`src/rtl/uart_pkg.sv`:
```
// UART shared definitions: frame state encoding (also used by the transmitter)
// and default frame geometry.
package uart_pkg;

    localparam int UART_OVERSAMPLE = 16;
    localparam int UART_DATA_WIDTH = 8;

    typedef enum logic [2:0] {
        IDLE   = 3'd0,
        START  = 3'd1,
        DATA   = 3'd2,
        PARITY = 3'd3,
        STOP   = 3'd4
    } uart_state_t;

    // Even parity check: data is zero-extended, which leaves the XOR unchanged.
    function automatic logic parity_mismatch(
        input logic [8:0] data,
        input logic       par
    );
        return ^{data, par};
    endfunction

endpackage

```
`src/rtl/uart_sync2.sv`:
```
// Two-flop synchronizer for the asynchronous serial input.
// Both stages reset to 1 so an idle line produces no spurious edge.
module uart_sync2 (
    input  logic i_clk,
    input  logic i_rst_n,
    input  logic i_d,
    output logic o_q
);

    logic r_meta;
    logic r_sync;

    always_ff @(posedge i_clk or negedge i_rst_n) begin
        if (!i_rst_n) begin
            r_meta <= 1'b1;
            r_sync <= 1'b1;
        end else begin
            r_meta <= i_d;
            r_sync <= r_meta;
        end
    end

    assign o_q = r_sync;

endmodule

```
`src/rtl/uart_rx.sv`:
```
// Oversampling UART receiver: start-bit glitch reject, LSB-first data, stop check.
// Define UART_PARITY_EN to add an even-parity bit after the data bits.
module uart_rx
    import uart_pkg::*;
#(
    parameter int OVERSAMPLE = UART_OVERSAMPLE,
    parameter int DATA_WIDTH = UART_DATA_WIDTH
) (
    input  logic                  BCLK,
    input  logic                  reset_n,
    input  logic                  rx,
    output logic [DATA_WIDTH-1:0] rx_dout,
    output logic                  rx_done_tk,
    output logic                  frame_err,
    output logic                  parity_err,
    output logic                  rx_busy
);

    localparam int CW = $clog2(OVERSAMPLE);
    localparam int BW = (DATA_WIDTH > 1) ? $clog2(DATA_WIDTH) : 1;

    localparam logic [CW-1:0] C_HALF = CW'(OVERSAMPLE / 2 - 1);
    localparam logic [CW-1:0] C_FULL = CW'(OVERSAMPLE - 1);
    localparam logic [BW-1:0] C_LAST = BW'(DATA_WIDTH - 1);

`ifdef UART_PARITY_EN
    localparam uart_state_t AFTER_DATA = PARITY;
`else
    localparam uart_state_t AFTER_DATA = STOP;
`endif

    uart_state_t           r_state;
    uart_state_t           w_next;
    logic                  w_rx_s;
    logic                  r_rx_prev;
    logic                  w_fall;
    logic [CW-1:0]         r_cnt;
    logic [BW-1:0]         r_bit_cnt;
    logic [DATA_WIDTH-1:0] r_shift;
    logic [DATA_WIDTH-1:0] r_dout;
    logic                  r_done;
    logic                  r_ferr;
    logic                  w_start_smp;
    logic                  w_data_smp;
    logic                  w_par_smp;
    logic                  w_stop_smp;
    logic                  w_last_bit;

    uart_sync2 u_sync (
        .i_clk   (BCLK),
        .i_rst_n (reset_n),
        .i_d     (rx),
        .o_q     (w_rx_s)
    );

    // Edge rather than level, so a line stuck low cannot restart a frame.
    assign w_fall = r_rx_prev & ~w_rx_s;

    always_ff @(posedge BCLK or negedge reset_n) begin
        if (!reset_n) begin
            r_state <= IDLE;
        end else begin
            r_state <= w_next;
        end
    end

    always_comb begin
        w_next = r_state;
        unique case (r_state)
            IDLE: begin
                if (w_fall) begin
                    w_next = START;
                end
            end
            START: begin
                if (w_start_smp) begin
                    w_next = w_rx_s ? IDLE : DATA;
                end
            end
            DATA: begin
                if (w_data_smp && w_last_bit) begin
                    w_next = AFTER_DATA;
                end
            end
            PARITY: begin
                if (w_par_smp) begin
                    w_next = STOP;
                end
            end
            STOP: begin
                if (w_stop_smp) begin
                    w_next = IDLE;
                end
            end
            default: begin
                w_next = IDLE;
            end
        endcase
    end

    always_comb begin
        w_start_smp = (r_state == START)  && (r_cnt == C_HALF);
        w_data_smp  = (r_state == DATA)   && (r_cnt == C_FULL);
        w_par_smp   = (r_state == PARITY) && (r_cnt == C_FULL);
        w_stop_smp  = (r_state == STOP)   && (r_cnt == C_FULL);
        w_last_bit  = (r_bit_cnt == C_LAST);
        rx_busy     = (r_state != IDLE);
    end

    always_ff @(posedge BCLK or negedge reset_n) begin
        if (!reset_n) begin
            r_rx_prev <= 1'b1;
            r_cnt     <= '0;
            r_bit_cnt <= '0;
            r_shift   <= '0;
            r_dout    <= '0;
            r_done    <= 1'b0;
            r_ferr    <= 1'b0;
        end else begin
            r_rx_prev <= w_rx_s;

            if ((r_state != w_next) || (r_state == IDLE)) begin
                r_cnt <= '0;
            end else begin
                r_cnt <= r_cnt + CW'(1);
            end

            if (r_state != DATA) begin
                r_bit_cnt <= '0;
            end else if (w_data_smp) begin
                r_bit_cnt <= r_bit_cnt + BW'(1);
            end

            if (w_data_smp) begin
                r_shift <= {w_rx_s, r_shift[DATA_WIDTH-1:1]};
            end

            // Data is delivered even with a bad stop bit; frame_err flags it.
            r_done <= w_stop_smp;
            if (w_stop_smp) begin
                r_dout <= r_shift;
                r_ferr <= ~w_rx_s;
            end
        end
    end

`ifdef UART_PARITY_EN
    logic r_par_bit;
    logic r_perr;

    always_ff @(posedge BCLK or negedge reset_n) begin
        if (!reset_n) begin
            r_par_bit <= 1'b0;
            r_perr    <= 1'b0;
        end else begin
            if (w_par_smp) begin
                r_par_bit <= w_rx_s;
            end
            if (w_stop_smp) begin
                r_perr <= parity_mismatch(9'(r_shift), r_par_bit);
            end
        end
    end

    assign parity_err = r_perr;
`else
    assign parity_err = 1'b0;
`endif

    assign rx_dout    = r_dout;
    assign rx_done_tk = r_done;
    assign frame_err  = r_ferr;

endmodule

```
`config.mk`:
```
export PLATFORM = sky130hd
export DESIGN_NAME = uart_rx
export DESIGN_NICKNAME = d
export VERILOG_FILES = /design/src/rtl/uart_pkg.sv /design/src/rtl/uart_sync2.sv /design/src/rtl/uart_rx.sv
export SDC_FILE = /design/constraint.sdc
export NUM_CORES = 1
export LEC_CHECK = 0
export CORE_ASPECT_RATIO = 1.75
export CORE_MARGIN = 2
export CORE_UTILIZATION = 41
export CTS_CLUSTER_DIAMETER = 40
export DETAILED_ROUTE_END_ITERATION = 8
export MAX_ROUTING_LAYER = met4
export SETUP_SLACK_MARGIN = 0.05
export SYNTH_ARGS = -nofsm -noshare
export SYNTH_HDL_FRONTEND = slang
export SYNTH_SLANG_ARGS = --single-unit
export TNS_END_PERCENT = 1
```
`constraint.sdc`:
```
create_clock -name BCLK -period 2.1 [get_ports BCLK]
set_input_delay 0.42 -clock BCLK [delete_from_list [all_inputs] [get_ports BCLK]]
set_output_delay 0.42 -clock BCLK [all_outputs]
set_load 0.005 [all_outputs]
```
# Word level (Yosys, flattened, before mapping)
# Cells that the tools add are included.
classes:
  addsub: 2
  n_reduce_logical: 9
  bitwise: 2
  mux: 10
  eq_ne: 9
op_table:
  columns: ["cell", "count"]
  rows:
  - ["two-way mux 3 bit", 7]
  - ["one-hot mux 3 bit (5 select lines)", 1]
  - ["equality test 3 x 2 -> 1 bit, second input constant", 2]
  - ["equality test 3 bit, second input constant", 2]
  - ["logical AND 1 bit", 5]
  - ["adder 4 x 1 -> 4 bit, second input constant", 1]
  - ["equality test 4 x 3 -> 1 bit, second input constant", 1]
  - ["equality test 4 bit, second input constant", 1]
  - ["two-way mux 4 bit", 1]
  - ["adder 3 x 1 -> 3 bit, second input constant", 1]
  - ["equality test 3 x 1 -> 1 bit, second input constant", 1]
  - ["logical NOT 3 bit", 1]
  - ["inequality test 3 x 2 -> 1 bit, second input constant", 1]
  - ["inequality test 3 bit", 1]
  - ["nonzero test 3 bit", 1]
  - ["two-way mux 2 bit", 1]
  - ["nonzero test 2 bit", 1]
  - ["AND 1 bit", 1]
  - ["logical OR 1 bit", 1]
  - ["NOT 1 bit", 1]
word_totals:
  elab_cells: 42
  input_bits: 3
  register_bits: 31

# Depth between registers and ports, before layout
logic_depth:
  depth_word: 8
  mapped_depth: 5
  depth_no_buf: 5

# Hierarchy
# A second synthesis with hierarchy kept.
unflattened:
  hier_cells: 94
  hier_area_um2: 1320.0
modules_own_cells:
  columns: ["module", "area_each_um2", "cells_per_inst", "instances", "seq_area_each_um2"]
  rows:
  - ["uart_rx", 1267.5, 92, 1, 726.9]
  - ["uart_sync2", 52.6, 2, 1, 52.6]

# Least setup slack after synthesis
# No wires, ideal clock.
synth_path:
  path_kind: "register -> register"
  from: "register r_state[2]"
  to: "register r_shift[0]"
  path_buffers: 2
  setup_ps: 125
  setup_slack_ps: 460
  synth_period_minus_slack_ps: 1640
  arrival_ps: 1514
  path_stages_with_launch: 6
  path_cell_list: "dfrtp_1 buf_2 or3b_4 or2_1 buf_6 mux2_4"
synth_between:
  elab_chain_len: 2
synth_rtl:
  columns: ["element", "line", "rtl"]
  rows:
  - ["start, declared", "uart_rx.sv:32", "uart_state_t r_state;"]
  - ["start signal, assigned", "uart_rx.sv:63", "r_state <= w_next;"]
  - ["equality test 3 x 2 -> 1 bit", "uart_rx.sv:103", "w_data_smp = (r_state == DATA) && (r_cnt == C_FULL);"]
  - ["logical AND 1 bit", "uart_rx.sv:103", null]
  - ["end signal, assigned", "uart_rx.sv:135", "r_shift <= {w_rx_s, r_shift[DATA_WIDTH-1:1]};"]
  - ["end, declared", "uart_rx.sv:39", "logic [DATA_WIDTH-1:0] r_shift;"]
# Every way passes these cells.
# A chain may end at the register's enable or synchronous reset.

# Final worst setup path
layout_path:
  from: "register r_state[0]"
  to: "output rx_busy"
layout_between:
  elab_chain_len: 1
layout_rtl:
  columns: ["element", "line", "rtl"]
  rows:
  - ["nonzero test 3 bit", "uart_rx.sv:107", "rx_busy = (r_state != IDLE);"]
  - ["end, declared", "uart_rx.sv:16", "output logic rx_busy"]
# Every way passes these cells.

==> summary.md <==
| Metric | Value |
|---|---|
| Global-route wire length before repair | `3.788 mm` |
| Crit path launch type | `flop` |
| Footprint of the multi-input gates | `503.0 um2` |
| Post-synth EDFFs | `0` |
| Count of final setup violators | `0` |
| Post-DRT Antenna Nets | `0` |
| # nets final | `121` |
| Synth-to-Final Area Change | `20.65%` |
| Hold_buf cts | `0` |
| Clock power share | `37.8%` |
| Hold Vio Cnt, Final | `0` |
| Drt drc | `0` |
| Worst path bufs/invs | `1` |
| Static Leak | `0.7859 nW` |
| I/O Pins | `15` |
| Fin Setup TNS | `0 ns` |
| TritonCTS Buffers | `5` |
| Critical Path RT | `1.68 ns` |
| Worst slew margin | `62.41%` |
| Worst slew pin tran | `0.5591 ns` |
| Core Region | `3142 um2` |
| Largest net degree at the start of global routing | `32` |
| Share of cells above drive strength 1 | `21.55%` |
| Die H | `79.60 um` |
| Reg2Reg Setup Slack | `0.33 ns` |
| Longest Clk Path Bufs | `2` |
| Crit Path Max Fanout | `7` |
| Initial Utilization | `42.61%` |
| WL per Instance | `13.79 um` |
| Hold WS | `0.3561 ns` |
| Final min period | `1.989 ns` |
| Worst-Skew Late Latency | `0.28 ns` |
| Final core utilization | `51.41%` |
| Crit end category | `primary output` |
| DP HPWL | `1.560 mm` |
| Worst path cell trace | `or3_1 > clkdlybuf4s50_1` |
| Ys Warns | `0` |
| Register share of total power | `45.0%` |
| Antenna violations before repair | `0` |
| CTS tree | `built` |
| Seq/Total Area, Yosys | `58.22%` |
| R2R depth | `3` |
| Synth Instances | `99` |
| Diode count | `0` |
| Routed Wire Length | `2.192 mm` |
| CP max stage cell | `clkdlybuf4s50_1` |
| Post-synth ARST share | `100.0%` |
| Post-synthesis register bit count | `31` |
| Logic gate share of total power | `17.2%` |
| F_max | `0.5029 GHz` |
| Crit path largest cell delay | `0.46 ns` |
| Post-Route Skew | `0.008631 ns` |
| Int Pwr | `1.168 mW` |
| GRT Total Usage | `14.65%` |
| R2r endpoint | `r_shift[2]` |
| Clk sinks | `31` |
| Pre-Repair DR Iteration Count | `4` |
| Top area cells in the synthesized netlist | `dfrtp_1, mux2_4, mux2_1` |
| Worst hold stages | `0` |
| CTS Root Cell | `clkbuf_8` |
| Worst setup path class | `flop to primary output` |
| Net Sw Frac | `26.17%` |
| Number of DRC markers in iteration 0 | `25` |
| Worst hold path type | `flop to flop` |
| Most common library cells after synthesis | `dfrtp_1, mux2_1, mux2_4, nand2_1, a221oi_1` |
| VDD IR max | `0.0007218 V` |
| Mapped Nets | `105` |
| Cell with the most instances after synthesis | `dfrtp_1` |
| IO buf count | `13` |
| H-tree Lvls | `2` |
| Post-synth top flop | `dfrtp_1` |
| Via count | `795` |
| Psw | `413.8 uW` |
| Post-Syn Area | `1339 um2` |
| Vias per inst | `5.000` |
| Rows | `27` |
| Worst r2r src | `r_state[2]` |
| Hold endpoint | `u_sync.o_q` |
| RSZ-0062 raised after global routing | `no` |
| Max Cap Viol | `0` |
| Die area | `3756 um2` |
| Number of global-route vias before repair | `834` |
| FF/Latch Area | `780.7 um2` |
| Die X | `47.20 um` |
| RD Place Congestion | `0.7609` |
| Final period util | `94.69%` |
| Crit path DAT | `1.57 ns` |
| Yosys top cell by area | `dfrtp_1` |
| Syn Area/Cell | `13.52 um2` |
| Clock transition at path regs | `0.06 ns` |
| # fillers | `292` |
| Pwr/cell area | `979.0 nW/um2` |
| Total congestion overflow | `0` |
| Final WS setup | `0.1115 ns` |
| Status | `finished clean` |
| Area share of the largest cell type after synthesis | `52.34%` |
| Cell family with most CP delay | `buffers and inverters` |
| Max-slew violations | `0` |
| Hold_sp | `u_sync.r_meta` |
| Setup WS pre-CTS | `0.3030 ns` |
| Synth cell types | `33` |
==> worst max path at each step <==
stage / startpoint / endpoint / cells after the start
finish: r_state[0] / rx_busy / 2
global route: r_state[0] / rx_busy / 2
CTS: r_state[1] / rx_busy / 2
detailed placement: r_state[1] / r_shift[1] / 3
global placement: r_state[1] / r_shift[1] / 3
floorplan: r_state[2] / r_shift[0] / 5
==> state kept, by name, indices dropped and copies added (netlist names) <==
register,cells
r_rx_prev,1
r_state,3
u_sync.r_meta,1
r_cnt,4
r_shift,8
rx_dout,8
u_sync.o_q,1
r_bit_cnt,3
rx_done_tk,1
frame_err,1
==> routing by layer <==
metal	up-vias	part of all wire, %	track usage [%]
li1	378	-	-
met1	397	40	16.05
met2	14	54	23.29
met3	6	3.1	4.072
met4	0	2.7	7.500
met5	-	0	-
==> placed cells by master, fill, tap and decap left out, types with 2 or more instances in the layout <==
master / instances
clkdlybuf4s50_1: 13
inv_1: 3
nand2b_1: 2
mux2_4: 8
nand2_1: 5
dfstp_2: 3
dfrtp_1: 27
buf_4: 2
xnor2_1: 3
mux2_1: 8
nand3_1: 3
clkbuf_8: 6
nor2_1: 3
ha_1: 3
a221oi_1: 4
a21oi_1: 3
==> logic make-up (layout without fill, tap and decap cells) <==
kind of cell,after synthesis,after routing,share of synthesized area [%]
AOI/OAI and AO/OA,14,14,7.663
other,1,1,0.2801
buffers and inverters,10,27,4.205
muxes,17,17,16.45
and+or+nand+nor,19,19,7.758
DFF,31,31,58.22
xor gates and xnor gates,4,4,2.617
adders and majority gates,3,3,2.804
==> power groups by stage <==
stage | sequential [mW] | clock [mW] | combinational, mW
floorplan | 0.693 | 0 | 0.215
global placement | 0.728 | 0 | 0.242
detailed placement | 0.731 | 0 | 0.250
CTS | 0.719 | 0.621 | 0.252
global route | 0.718 | 0.642 | 0.314
finish | 0.711 | 0.598 | 0.272
==> metrics by stage <==
step | cell area [um2] | power, mW | cells
3_5_place_dp | 1489 | 0.9806 | 150
6_report | 1615 | 1.581 | 159
4_1_cts | 1607 | 1.591 | 158
5_1_grt | 1615 | 1.675 | 159
2_1_floorplan | 1339 | 0.9089 | 99
3_3_place_gp | 1489 | 0.9699 | 150
==> what timing repair did <==
item                       CTS  global route
resized for setup            0             1
hold endpoints to repair     0             0
setup endpoints to repair    0             1
setup buffers                0             1
==> cell type report <==
class | instances | area share (%)
clock buffers | 6 | 5.112
clock inverters | 2 | 2.169
inverters | 4 | 0.9295
multi-input cells | 58 | 31.14
flip-flops and latches | 31 | 48.33
well taps | 43 | 3.331
repair buffers | 15 | 8.985
(Power assumes the default switching activity.)
==> edit 1: new RTL, same settings <==
Add a define of `UART_PARITY_EN`.
--- a/src/rtl/uart_rx.sv
+++ b/src/rtl/uart_rx.sv
@@ -1,5 +1,7 @@
 // Oversampling UART receiver: start-bit glitch reject, LSB-first data, stop check.
 // Define UART_PARITY_EN to add an even-parity bit after the data bits.
+`define UART_PARITY_EN
+
 module uart_rx
     import uart_pkg::*;
 #(
Function: no difference found for any inputs over 10 cycles, from zero or initial values and one cycle with reset_n low; that may be too few to reach the edited logic, so the function may still have changed.
==> edit 1 against the unedited design <==
  * Worst setup slack improved by 0.051 ns
  * Synthesized area rose by 10%
  * Maximum frequency rose by 2.6%
  * Synthesized cell count rose by 15%
  * Cell area rose by 9.1%
  * Sequential cell count rose by 2
  * Global-route usage fell by 0.22 points
  * Routed wire length rose by 8.7%
  * Total power rose by 0.95%
  * Combinational power fell by 15%
  * Critical path type unchanged
  * Critical endpoint unchanged
  * Largest cell class unchanged
==> edit 1: results (changes against the unedited design) <==
[global_route]
use_met2 = 0.2248  ; was 0.2329
grt_util_met3 = 0.05036  ; was 0.04072
grt_pass1_wl_um = 4298  ; was 3788 um
grt_max_degree = 34  ; was 32
track_usage = 0.1443  ; was 0.1465
met1_usage = 0.1518  ; was 0.1605
first_global_vias = 942  ; was 834

[sta]
post-route-min-period_ns = 1.938  ; was 1.989 ns
relSlewSlack = 0.6766  ; was 0.6241

[yosys]
syn_nets = 120  ; was 105
yosysSeqAreaShare = 0.5633  ; was 0.5822
ys_types = 30  ; was 33
postSynthCellCount = 114  ; was 99
synth.ff_latch_count = 33  ; was 31
yosys-top-cells-count = dfrtp_1, mux2_2  ; was dfrtp_1, mux2_1, mux2_4
synth_area_leaders = dfrtp_1, mux2_4, mux2_2, dfstp_2, xnor2_1  ; was dfrtp_1, mux2_4, mux2_1, dfstp_2, ha_1

[setup_path]
rrSetupSlack_ns = 0.28  ; was 0.33 ns
cp.arrival_ns = 1.52  ; was 1.57 ns
rr_endpoint = r_shift[0]$_DFFE_PN0P_  ; was r_shift[2]$_DFFE_PN0P_
startpoint = r_state[1]$_DFF_PN0_  ; was r_state[0]$_DFF_PN0_
crit_slowest_cell = dfrtp_1  ; was clkdlybuf4s50_1
cp_max_fo = 9  ; was 7

[place]
pre_cts_ws_ns = 0.2970  ; was 0.3030 ns
placed_cells = 170  ; was 150
dpl-instance-area_um2 = 1640  ; was 1489 um^2
io_buffers = 14  ; was 13
dp_hpwl_um = 1745  ; was 1560 um

[final_layout]
fill_cells = 327  ; was 292
clock_area_frac = 0.06605  ; was 0.07281
nMultiInputCombCells = 70  ; was 58
area_growth_syn_to_layout_pct = 19.63  ; was 20.65%
bufAreaShareNonClock = 0.08807  ; was 0.08985
n_clock_buffer = 7  ; was 6
final_nets = 138  ; was 121
multi_input_area_um2 = 581.8  ; was 503.0 um^2
sh_seq_area = 0.4709  ; was 0.4833
drive_gt1_frac = 0.2331  ; was 0.2155

[routing]
wl_met3_um = 114  ; was 69 um
drt_iter0_drc = 4  ; was 25
viasPerCell = 4.927  ; was 5.000
wl_met2_um = 1259  ; was 1179 um
vias = 877  ; was 795
wl_met1_um = 939  ; was 882 um
finalWirelength_um = 2382  ; was 2192 um

[cts]
cts_root_buf = clkbuf_8  ; unchanged

[pwr]
p_leak_nw = 0.8579  ; was 0.7859 nW

[run_status]
status = finished clean  ; unchanged

[floorplan]
tapCellCount = 45  ; was 43

[edit 1: cell types whose count changed in the layout (fill, tap and decap cells not counted), moves of 4 or more]
cell	change
mux2_2	+9
mux2_1	-8
a221oi_1	-4
nor2_1	+4
xnor2_1	+4
[edit 1: kinds of logic (layout without fill, tap and decap cells)]
kind of cell / after synthesis / after routing / synth area share
flip-flops: 33 / 33 / 0.5633
AND/OR/NAND/NOR: 26 / 26 / 0.08922
multiplexers: 16 / 16 / 0.1402
AO/OA/AOI/OAI: 14 / 14 / 0.06203
XOR/XNOR: 11 / 11 / 0.07477
buffers and inverters: 11 / 30 / 0.04503
adder cells (fa/ha/maj): 3 / 3 / 0.02549
[edit 1: what timing repair did]
item	4_1_cts	5_1_grt
hold buffers	0	0
setup endpoints to repair	0	1
gates resized for setup	0	1
[edit 1: report_power, final]
part           switching [mW]  internal, mW
registers              0.0703         0.690
clock network           0.219         0.386
logic                   0.117         0.114
total                   0.406          1.19
==> edit 2: new RTL, same flow settings <==
Without the edit above. Register the output `rx_dout` once more, with the module's reset; this adds one clock of latency there. The other outputs are not delayed to match.
--- a/src/rtl/uart_rx.sv
+++ b/src/rtl/uart_rx.sv
@@ -167,7 +167,13 @@
     assign parity_err = 1'b0;
 `endif
 
-    assign rx_dout    = r_dout;
+    always_ff @(posedge BCLK or negedge reset_n) begin
+        if (!reset_n) begin
+            rx_dout <= '0;
+        end else begin
+            rx_dout <= r_dout;
+        end
+    end
     assign rx_done_tk = r_done;
     assign frame_err  = r_ferr;
 
Behaviour: same outputs for any inputs over 10 cycles, from zero or initial values and one cycle with reset_n low; that may be too few to reach the edited logic, so the function may still have changed.
==> edit 2 against the unedited design <==
  * Total power grew 12%
  * Clock skew shrank 0.0011 ns
  * Maximum frequency shrank 0.50%
  * Worst hold slack lost 0.12 ns
  * Die area grew 14%
  * Critical path type unchanged
  * Critical endpoint unchanged
  * Sequential power grew 22%
  * Routed wire length grew 9.9%
  * Non-clock buffer count is the same
  * Synthesized area grew 15%
  * Worst setup slack lost 0.010 ns
  * Sequential cell count grew 8
  * Largest power group unchanged
  * Clock power grew 2%
  * Cell area grew 12%
==> edit 2: results (changes against the unedited design) <==
[cts]
clk_pin_slew_ns = 0.07

[global_route]
track_usage = 0.1353  ; was 0.1465
first_global_vias = 875  ; was 834
grt_max_degree = 40  ; was 32

[setup_path]
cpPeakStageDelay_ns = 0.48  ; was 0.46 ns
cpLargestDelayFamily = flip-flops  ; was buffers and inverters
worstRegToRegCells = 4  ; was 3
crit_slowest_cell = dfrtp_1  ; was clkdlybuf4s50_1
cp_max_fo = 9  ; was 7
rrSetupSlack_ns = 0.25  ; was 0.33 ns
r2r-start = r_cnt[0]$_DFF_PN0_  ; was r_state[2]$_DFF_PN0_
startpoint = r_state[2]$_DFF_PN0_  ; was r_state[0]$_DFF_PN0_
rr_endpoint = r_dout[3]$_DFFE_PN0P_  ; was r_shift[2]$_DFFE_PN0P_

[routing]
routedWlPerCell_um = 14.18  ; was 13.79 um
vias = 855  ; was 795
drt_iter0_drc = 20  ; was 25

[sta]
worst_pin_slew_ns = 0.8473  ; was 0.5591 ns
worst_clock_skew_ns = 0.007525  ; was 0.008631 ns

[yosys]
yosys-top-cells-count = dfrtp_1, mux2_1, mux2_4  ; unchanged
synth_area_leaders = dfrtp_1, mux2_4, mux2_1, dfstp_2, ha_1  ; unchanged
syn_nets = 113  ; was 105
yosysSeqAreaShare = 0.6366  ; was 0.5822

[run_status]
status = finished clean  ; unchanged

[worst_hold_path]
hp-class = primary input to asynchronous set/reset pin  ; was register to register

[pwr]
vdd_ir_drop_max_mv = 0.6306  ; was 0.7218 mV
p_leak_nw = 0.8951  ; was 0.7859 nW

[place]
dp_hpwl_um = 1664  ; was 1560 um
gp_congestion = 0.7415  ; was 0.7609

[final_layout]
final_nets = 129  ; was 121

edit 2: timing repair:
item | 4_1_cts | 5_1_grt
buffers inserted | 0 | 2
resized for setup | 0 | 1
setup endpoints to repair | 0 | 1
edit 2: per-layer routing:
metal / GRT usage / wire length (um) / up-vias / part of all wire
met2: 0.2081 / 1364 / 17 / 0.57
met4: 0.07862 / 32 / 0 / 0.013
met1: 0.1485 / 929 / 437 / 0.39
met3: 0.04930 / 83 / 2 / 0.034
met5: - / 0 / - / 0
li1: - / - / 399 / -
edit 2: logic make-up after synthesis:
logic type,share of synthesized area
simple gates,0.06749
flops,0.6366
xor+xnor,0.02277
buf+inv,0.03658
fa+ha+maj,0.02439
mux,0.1431
compound gates,0.06666
other cells,0.002437
edit 2: how the worst min path moves through the flow:
stage / endpoint / slack (ns) / cells past startpoint
after floorplan: frame_err$_DFFE_PN0P_ / 0.12 / 0
after global placement: u_sync.o_q$_DFF_PN1_ / 0.35 / 0
after detailed placement: u_sync.o_q$_DFF_PN1_ / 0.35 / 0
after CTS: r_shift[0]$_DFFE_PN0P_ / 0.26 / 1
after global routing: r_dout[0]$_DFFE_PN0P_ / 0.30 / 1
final: rx_dout[4]$_DFF_PN0_ / 0.24 / 1
edit 2: area by class of cell:
cell class | count | area (um^2)
fillers | 325 | 1819
flip-flops and latches | 39 | 980.9
multi-input cells | 58 | 503.0
repair buffers | 15 | 140.1
clock buffers | 5 | 68.82
well taps | 46 | 57.56
clock inverters | 3 | 43.79
inverters | 4 | 15.01
edit 2: metrics by stage:
step	cell area [um^2]	setup WS, ns	utilization	instances
after floorplan	1539	0.4604	-	107
final	1809	0.1014	0.4986	170
after global placement	1680	0.3002	0.4631	160
after detailed placement	1680	0.2383	0.4631	160
after CTS	1793	0.05053	0.4941	168
after global routing	1809	0.04917	0.4986	170
edit 2: where the power goes:
group,switching (mW),internal [mW]
clock network,0.258,0.354
logic,0.150,0.140
registers,0.0631,0.806
